**config.mk**
```make
export PLATFORM = sky130hd
export DESIGN_NAME = pair_reader
export DESIGN_NICKNAME = d
export VERILOG_FILES = /design/src/rtl/pair_reader.sv
export SDC_FILE = /design/constraint.sdc
export NUM_CORES = 1
export LEC_CHECK = 0
export ABC_CLOCK_PERIOD_IN_PS = 4400
export CORE_MARGIN = 10
export CORE_UTILIZATION = 35
export DETAILED_ROUTE_END_ITERATION = 10
export PLACE_DENSITY = 0.64
export SYNTH_ARGS = -nofsm -noshare
export SYNTH_HDL_FRONTEND = slang
export SYNTH_SLANG_ARGS = --single-unit
export TNS_END_PERCENT = 100
```
**constraint.sdc**
```tcl
create_clock -name clk -period 4.4 [get_ports clk]
set_input_delay 1.32 -clock clk [delete_from_list [all_inputs] [get_ports clk]]
set_output_delay 1.32 -clock clk [all_outputs]
set_load 0.05 [all_outputs]
```
**src/rtl/pair_reader.sv**
```systemverilog
// pair_reader: read-side controller for the paired-word register store.
// It strobes re twice per pair, packs the two returned words into one
// 2*WIDTH pair and buffers pairs in a DEPTH-entry FIFO with a valid/ready
// output.
// Ports: clk, rst_n (async active-low), avail, re, rd[WIDTH],
//        out_valid, out_ready, out_data[2*WIDTH], count, busy.
// Macro PAIR_READER_SWAP_EN: when defined, the first word read goes to
// the upper half of the pair; the default puts it in the lower half.
module pair_reader #(
   parameter int WIDTH = 16,
   parameter int DEPTH = 4
) (
   input  logic                     clk,
   input  logic                     rst_n,
   input  logic                     avail,
   output logic                     re,
   input  logic [WIDTH-1:0]         rd,
   output logic                     out_valid,
   input  logic                     out_ready,
   output logic [2*WIDTH-1:0]       out_data,
   output logic [$clog2(DEPTH):0]   count,
   output logic                     busy
);

   localparam int AW = $clog2(DEPTH);
   localparam int CW = AW + 1;

   typedef enum logic [1:0] {
      IDLE = 2'd0,
      REQ1 = 2'd1,
      REQ2 = 2'd2,
      CAP  = 2'd3
   } state_t;

   state_t               r_state;
   state_t               w_next;
   logic [WIDTH-1:0]     r_word0;
   logic [2*WIDTH-1:0]   r_mem [DEPTH];
   logic [AW-1:0]        r_wr_ptr;
   logic [AW-1:0]        r_rd_ptr;
   logic [CW-1:0]        r_count;

   logic                 w_push;
   logic                 w_pop;
   logic [CW-1:0]        w_cap_lvl;
   logic [2*WIDTH-1:0]   w_pair;

   assign out_valid = (r_count != '0);
   assign w_pop     = out_valid && out_ready;
   assign w_push    = (r_state == CAP);
   assign out_data  = r_mem[r_rd_ptr];
   assign count     = r_count;
   assign busy      = (r_state != IDLE);

   // Occupancy as it will stand after this CAP cycle's push and any pop.
   // count is at most DEPTH-1 in CAP, so the sum fits in CW bits.
   assign w_cap_lvl = r_count + CW'(1) - CW'(w_pop);

`ifdef PAIR_READER_SWAP_EN
   assign w_pair = {r_word0, rd};
`else
   assign w_pair = {rd, r_word0};
`endif

   always_ff @(posedge clk or negedge rst_n) begin
      if (!rst_n) begin
         r_state <= IDLE;
      end else begin
         r_state <= w_next;
      end
   end

   always_comb begin
      w_next = r_state;
      re     = 1'b0;
      unique case (r_state)
         IDLE: begin
            if (avail && (r_count < CW'(DEPTH))) begin
               w_next = REQ1;
            end
         end
         REQ1: begin
            re     = 1'b1;
            w_next = REQ2;
         end
         REQ2: begin
            re     = 1'b1;
            w_next = CAP;
         end
         CAP: begin
            if (avail && (w_cap_lvl < CW'(DEPTH))) begin
               w_next = REQ1;
            end else begin
               w_next = IDLE;
            end
         end
         default: begin
            w_next = IDLE;
         end
      endcase
   end

   // rd answers the previous cycle's re, so REQ2 sees the first word.
   always_ff @(posedge clk or negedge rst_n) begin
      if (!rst_n) begin
         r_word0 <= '0;
      end else if (r_state == REQ2) begin
         r_word0 <= rd;
      end
   end

   always_ff @(posedge clk or negedge rst_n) begin
      if (!rst_n) begin
         for (int i = 0; i < DEPTH; i++) begin
            r_mem[i] <= '0;
         end
         r_wr_ptr <= '0;
         r_rd_ptr <= '0;
         r_count  <= '0;
      end else begin
         if (w_push) begin
            r_mem[r_wr_ptr] <= w_pair;
            r_wr_ptr        <= r_wr_ptr + AW'(1);
         end
         if (w_pop) begin
            r_rd_ptr <= r_rd_ptr + AW'(1);
         end
         unique case ({w_push, w_pop})
            2'b10:   r_count <= r_count + CW'(1);
            2'b01:   r_count <= r_count - CW'(1);
            default: r_count <= r_count;
         endcase
      end
   end

endmodule

```
# After elaboration in Yosys (flattened, before gate mapping)
# Cells that the tools add are included.
# totals
output_inout_bits,38
input_bits,20
reg_bits,153
# op_classes
muxes,11
n_reduce_logical,9
add_sub_neg,5
bitwise,2
eq_ne,6
magnitude_cmp,5
# op_table
op,n
$bwmux W128,1
$mux W32,3
$bmux W32 S2,1
$demux W32 S2,1
$pmux W2 S4,1
$eq A2 B2 Y1 const B,3
$ge A3 B3 Y1 const B,2
$lt A3 B3 Y1 const B,2
$not A2 Y3,2
$pmux W3 S2,1
$add A2 B1 Y2 const B,2
$eq A2 B1 Y1 const B,2
$logic_and A1 B1 Y1,4
$reduce_bool A2 Y1,2
$add A3 B1 Y3 const B,1
$lt A3 B1 Y1 const B,1
$reduce_bool A3 Y1,1
$sub A3 B1 Y3,1
$sub A3 B1 Y3 const B,1
$logic_not A2 Y1,1
$mux W1,2
$mux W2,1
$ne A2 B2 Y1 const B,1
$reduce_or A2 Y1,1

# Logic depth before layout (Yosys ltp)
# Gate-level depths: netlist (run 1).
# depth
depth_word,7
ltp_mapped,8

# Worst setup path before layout (run 1)
# No wires, ideal clock.
# synth_timing
kind,register -> output
start,"reg r_count[0], in the netlist count[0]"
end,out out_valid
n_path_buf,0
required_time_ns,3.080
slack_ns,1.677
arrival_ns,1.403
path_stages_with_launch,4
cell_sequence,dfrtp_1 inv_1 ha_1 nand2b_1
# synth_via
elab_chain_len,1
# synth_rtl
item,line_no,source
from (decl),41,logic [CW-1:0] r_count;
from (signal assigned),129,2'b10: r_count <= r_count + CW'(1);
from (signal assigned),130,2'b01: r_count <= r_count - CW'(1);
from (signal assigned),131,default: r_count <= r_count;
$reduce_bool A3 Y1,48,assign out_valid = (r_count != '0);
to (decl),18,"output logic out_valid,"
# Every way passes these cells.

# Final worst setup path (run 1)
# layout_timing
start,reg r_rd_ptr[0]
end,out out_data[5]
# layout_via
elab_chain_len,4
# layout_rtl
item,line_no,source
from (decl),40,logic [AW-1:0] r_rd_ptr;
from (signal assigned),126,r_rd_ptr <= r_rd_ptr + AW'(1);
$not A2 Y3 (implied by the code),51,assign out_data = r_mem[r_rd_ptr];
$bmux W32 S2,51,
$mux W32 (implied by the code) (2 in a row),51,
to (decl),20,"output logic [2*WIDTH-1:0] out_data,"
# Every way passes these cells. The select of a mux whose other input is x is not followed.

==> results.json, run 1 <==
{
  "synth_top_family_by_area": "multiplexers",
  "rrSetupSlack_ns": 2.42,
  "status": "complete, no violations",
  "grt_max_degree": 91,
  "grt_first_pass_wirelength_mm": 23.9,
  "grt_overflow": 0,
  "reg2reg_depth": 3,
  "rows": 51,
  "ys_seq_elements": 153,
  "syn2layout_area_growth_pct": 18.4,
  "die-area_um2": 25600,
  "drt_iter0_drc": 128,
  "port_buffers": 57,
  "syn_inst": 402,
  "wire_per_inst_um": 19.7,
  "dr.pass1.iters": 5,
  "synth_compound_gate_area_share": 0.00603,
  "grt_usage": 0.120,
  "yosysTopAreaCell": "dfrtp_1",
  "drcViolationCount": 0,
  "hold_depth": 1,
  "place_congestion": 0.743,
  "viasPerCell": 4.87,
  "fmaxAchievable_ghz": 0.249,
  "routed_wl_mm": 14.5,
  "hpwl_mm": 9.35,
  "cts_sinks": 153,
  "drt.antenna.violating_nets": 0,
  "syn_avg_cell_area_um2": 17.0,
  "synth.area.top_cells": "dfrtp_1 (56%), mux2_2 (23%), mux4_2 (9.5%), ha_1 (2.2%), buf_6 (2.0%)",
  "dp_slack_ns": 0.780,
  "antennaDiodeCount": 0,
  "root_buffer": "clkbuf_16",
  "arrival_ns": 2.69,
  "cts_resized": 0,
  "hp-class": "reg2reg",
  "htreeDepth": 4,
  "synth.area.mux_share": 0.351,
  "worstMarginPinSlew_ns": 1.04,
  "fin_nets": 491,
  "rsz0062_at_grt": "false",
  "grt_pass1_vias": 4181,
  "slew_headroom": 0.308,
  "cts_buffer_depth": 2,
  "setup_ws_ns": 0.388,
  "yosys.area_share.simple": 0.0128,
  "criticalPathCategory": "reg2out",
  "multi_input_area_um2": 2740,
  "seq_area_frac_synth": 0.559,
  "fp.coreArea_um2": 19300,
  "maxCapViolations": 0,
  "finalSetupTns_ns": 0,
  "synth.distinct_cells": 26,
  "path_clk_slew_ns": 0.06,
  "cts_made_buffers": 17,
  "fill_cells": 1716,
  "period_needed_ns": 4.01,
  "setup_viol": 0,
  "die_h_um": 160,
  "yosysTopAreaCellShare": 0.559,
  "synthAdderAreaFrac": 0.0219,
  "cts_tree": "yes",
  "cts_hold_buf": 0,
  "finalMaxSlewViolations": 0,
  "crit_path_end_kind": "output pin",
  "io_pins": 58,
  "period_share": 0.912,
  "hold_viol_final": 0,
  "postCtsSetupRepairBufs": 0,
  "worstPathMaxFanout": 19,
  "yosys_warnings": 0,
  "clkLatencyLatePin_ns": 0.42,
  "skew_ns": 0.00630,
  "seq_area_um2": 3830,
  "syn_area_um2": 6850,
  "cp.required_ns": 3.08,
  "initial_core_util": 0.354,
  "die_x_um": 160,
  "synthesis.nets": 434,
  "drive_gt1_frac": 0.449,
  "num_vias": 3591,
  "antenna_found_initial": 0,
  "synth_xor_area_frac": 0.00895,
  "crit_path_start_kind": "flip-flop"
}
-- layer usage --
layer | global-route usage | share of wire | wire, um | up-vias
met5 | 0 | 0 | 0 | -
met4 | 0.0313 | 0.0073 | 106 | 0
met3 | 0.0370 | 0.040 | 574 | 9
met2 | 0.214 | 0.54 | 7820 | 51
met1 | 0.136 | 0.41 | 6010 | 1947
li1 | - | - | - | 1584
-- logic make-up (layout without fill, tap and decap cells) --
| logic type | after synthesis | in the layout |
|---|---|---|
| multiplexers | 179 | 179 |
| AND/OR/NAND/NOR | 13 | 13 |
| XOR/XNOR | 7 | 7 |
| adder cells (fa/ha/maj) | 12 | 12 |
| flip-flops | 153 | 153 |
| buffers and inverters | 32 | 102 |
| AO/OA/AOI/OAI | 6 | 6 |
-- path summary, 6_finish.rpt --
| check | endpoint | start |
|---|---|---|
| worst max register to register | r_word0[14]$_DFFE_PN0N_ | r_state[0]$_DFFE_PN0P_ |
| min in group asynchronous | r_mem[113]$_DFFE_PN0P_ | rst_n |
| worst min-delay path | r_mem[52]$_DFFE_PN0P_ | r_mem[52]$_DFFE_PN0P_ |
| worst max-delay path | out_data[5] | r_rd_ptr[0]$_DFFE_PN0N_ |
| worst min register to register | r_mem[52]$_DFFE_PN0P_ | r_mem[52]$_DFFE_PN0P_ |
| max in group asynchronous | r_rd_ptr[0]$_DFFE_PN0N_ | rst_n |
-- per-stage QoR --
| step | hold slack (ns) | util | cells | area [um2] |
|---|---|---|---|---|
| floorplan | 0.459 | - | 402 | 6850 |
| finish | 0.493 | 0.420 | 737 | 8120 |
| global placement | 0.468 | 0.391 | 705 | 7570 |
| detailed placement | 0.481 | 0.391 | 705 | 7570 |
| global route | 0.507 | 0.420 | 737 | 8120 |
| CTS | 0.495 | 0.420 | 737 | 8120 |
-- state kept, by name (all words and copies together), names as in the netlist --
register and cells:
r_rd_ptr 2, r_state 2, r_mem 128, r_wr_ptr 2, r_word0 16, count 3
-- synthesized netlist by cell type --
cell type  instances
buf_2              5
o21ai_0            4
inv_1              9
clkbuf_1           1
a21oi_1            1
mux2_4             5
mux4_1             3
nand2_1            4
o41ai_2            1
nor2_1             2
mux4_2            29
buf_6             12
ha_1              12
buf_12             3
nand2b_1           1
nand3b_1           1
xor2_1             3
buf_4              1
mux2i_1            2
xnor2_1            4
dfrtp_1          153
nand2_4            4
mux2_2           137
clkbuf_8           1
and2_1             1
mux2_1             3
-- critical path: stages (launching register included) --
cell and delay (ns):
dfrtp_2 0.73, buf_12 0.28, mux4_2 0.54, clkdlybuf4s50_1 0.72
-- layout by cell type (no fill, tap or decap), types with 2 or more instances in the layout --
cell type / n
nand2_4: 4
clkbuf_1: 2
o21ai_0: 4
xnor2_1: 4
clkinvlp_4: 4
nand2_1: 4
mux2_1: 3
dfrtp_1: 152
buf_4: 2
mux4_1: 3
buf_12: 2
clkdlybuf4s50_1: 56
ha_1: 12
xor2_1: 3
mux2i_1: 2
mux2_4: 5
clkinv_2: 5
clkinv_4: 2
mux2_2: 137
clkbuf_16: 17
nor2_1: 2
inv_1: 9
mux4_2: 29
-- final cells by class --
class / instances / share of cell area
Sequential cell: 153 / 0.472
Tap cell: 265 / 0.0409
Clock inverter: 12 / 0.0126
Timing Repair Buffer: 61 / 0.0772
Clock buffer: 20 / 0.0550
Inverter: 9 / 0.00416
Multi-Input combinational cell: 217 / 0.338
Power of run 1 is not shown: default switching activity piles up to over one toggle a cycle in this logic, so the estimate is an artifact.
==> run 2: changes to the inputs <==
--- a/config.mk
+++ b/config.mk
@@ -8,6 +8,7 @@
 export ABC_CLOCK_PERIOD_IN_PS = 4400
 export CORE_MARGIN = 10
 export CORE_UTILIZATION = 35
+export CTS_CLUSTER_SIZE = 30
 export DETAILED_ROUTE_END_ITERATION = 10
 export PLACE_DENSITY = 0.64
 export SYNTH_ARGS = -nofsm -noshare
==> results of run 2 <==
No change in the layout: final DEF, timing and power equal those of run 1.
Power of run 2 is left out for the same reason.
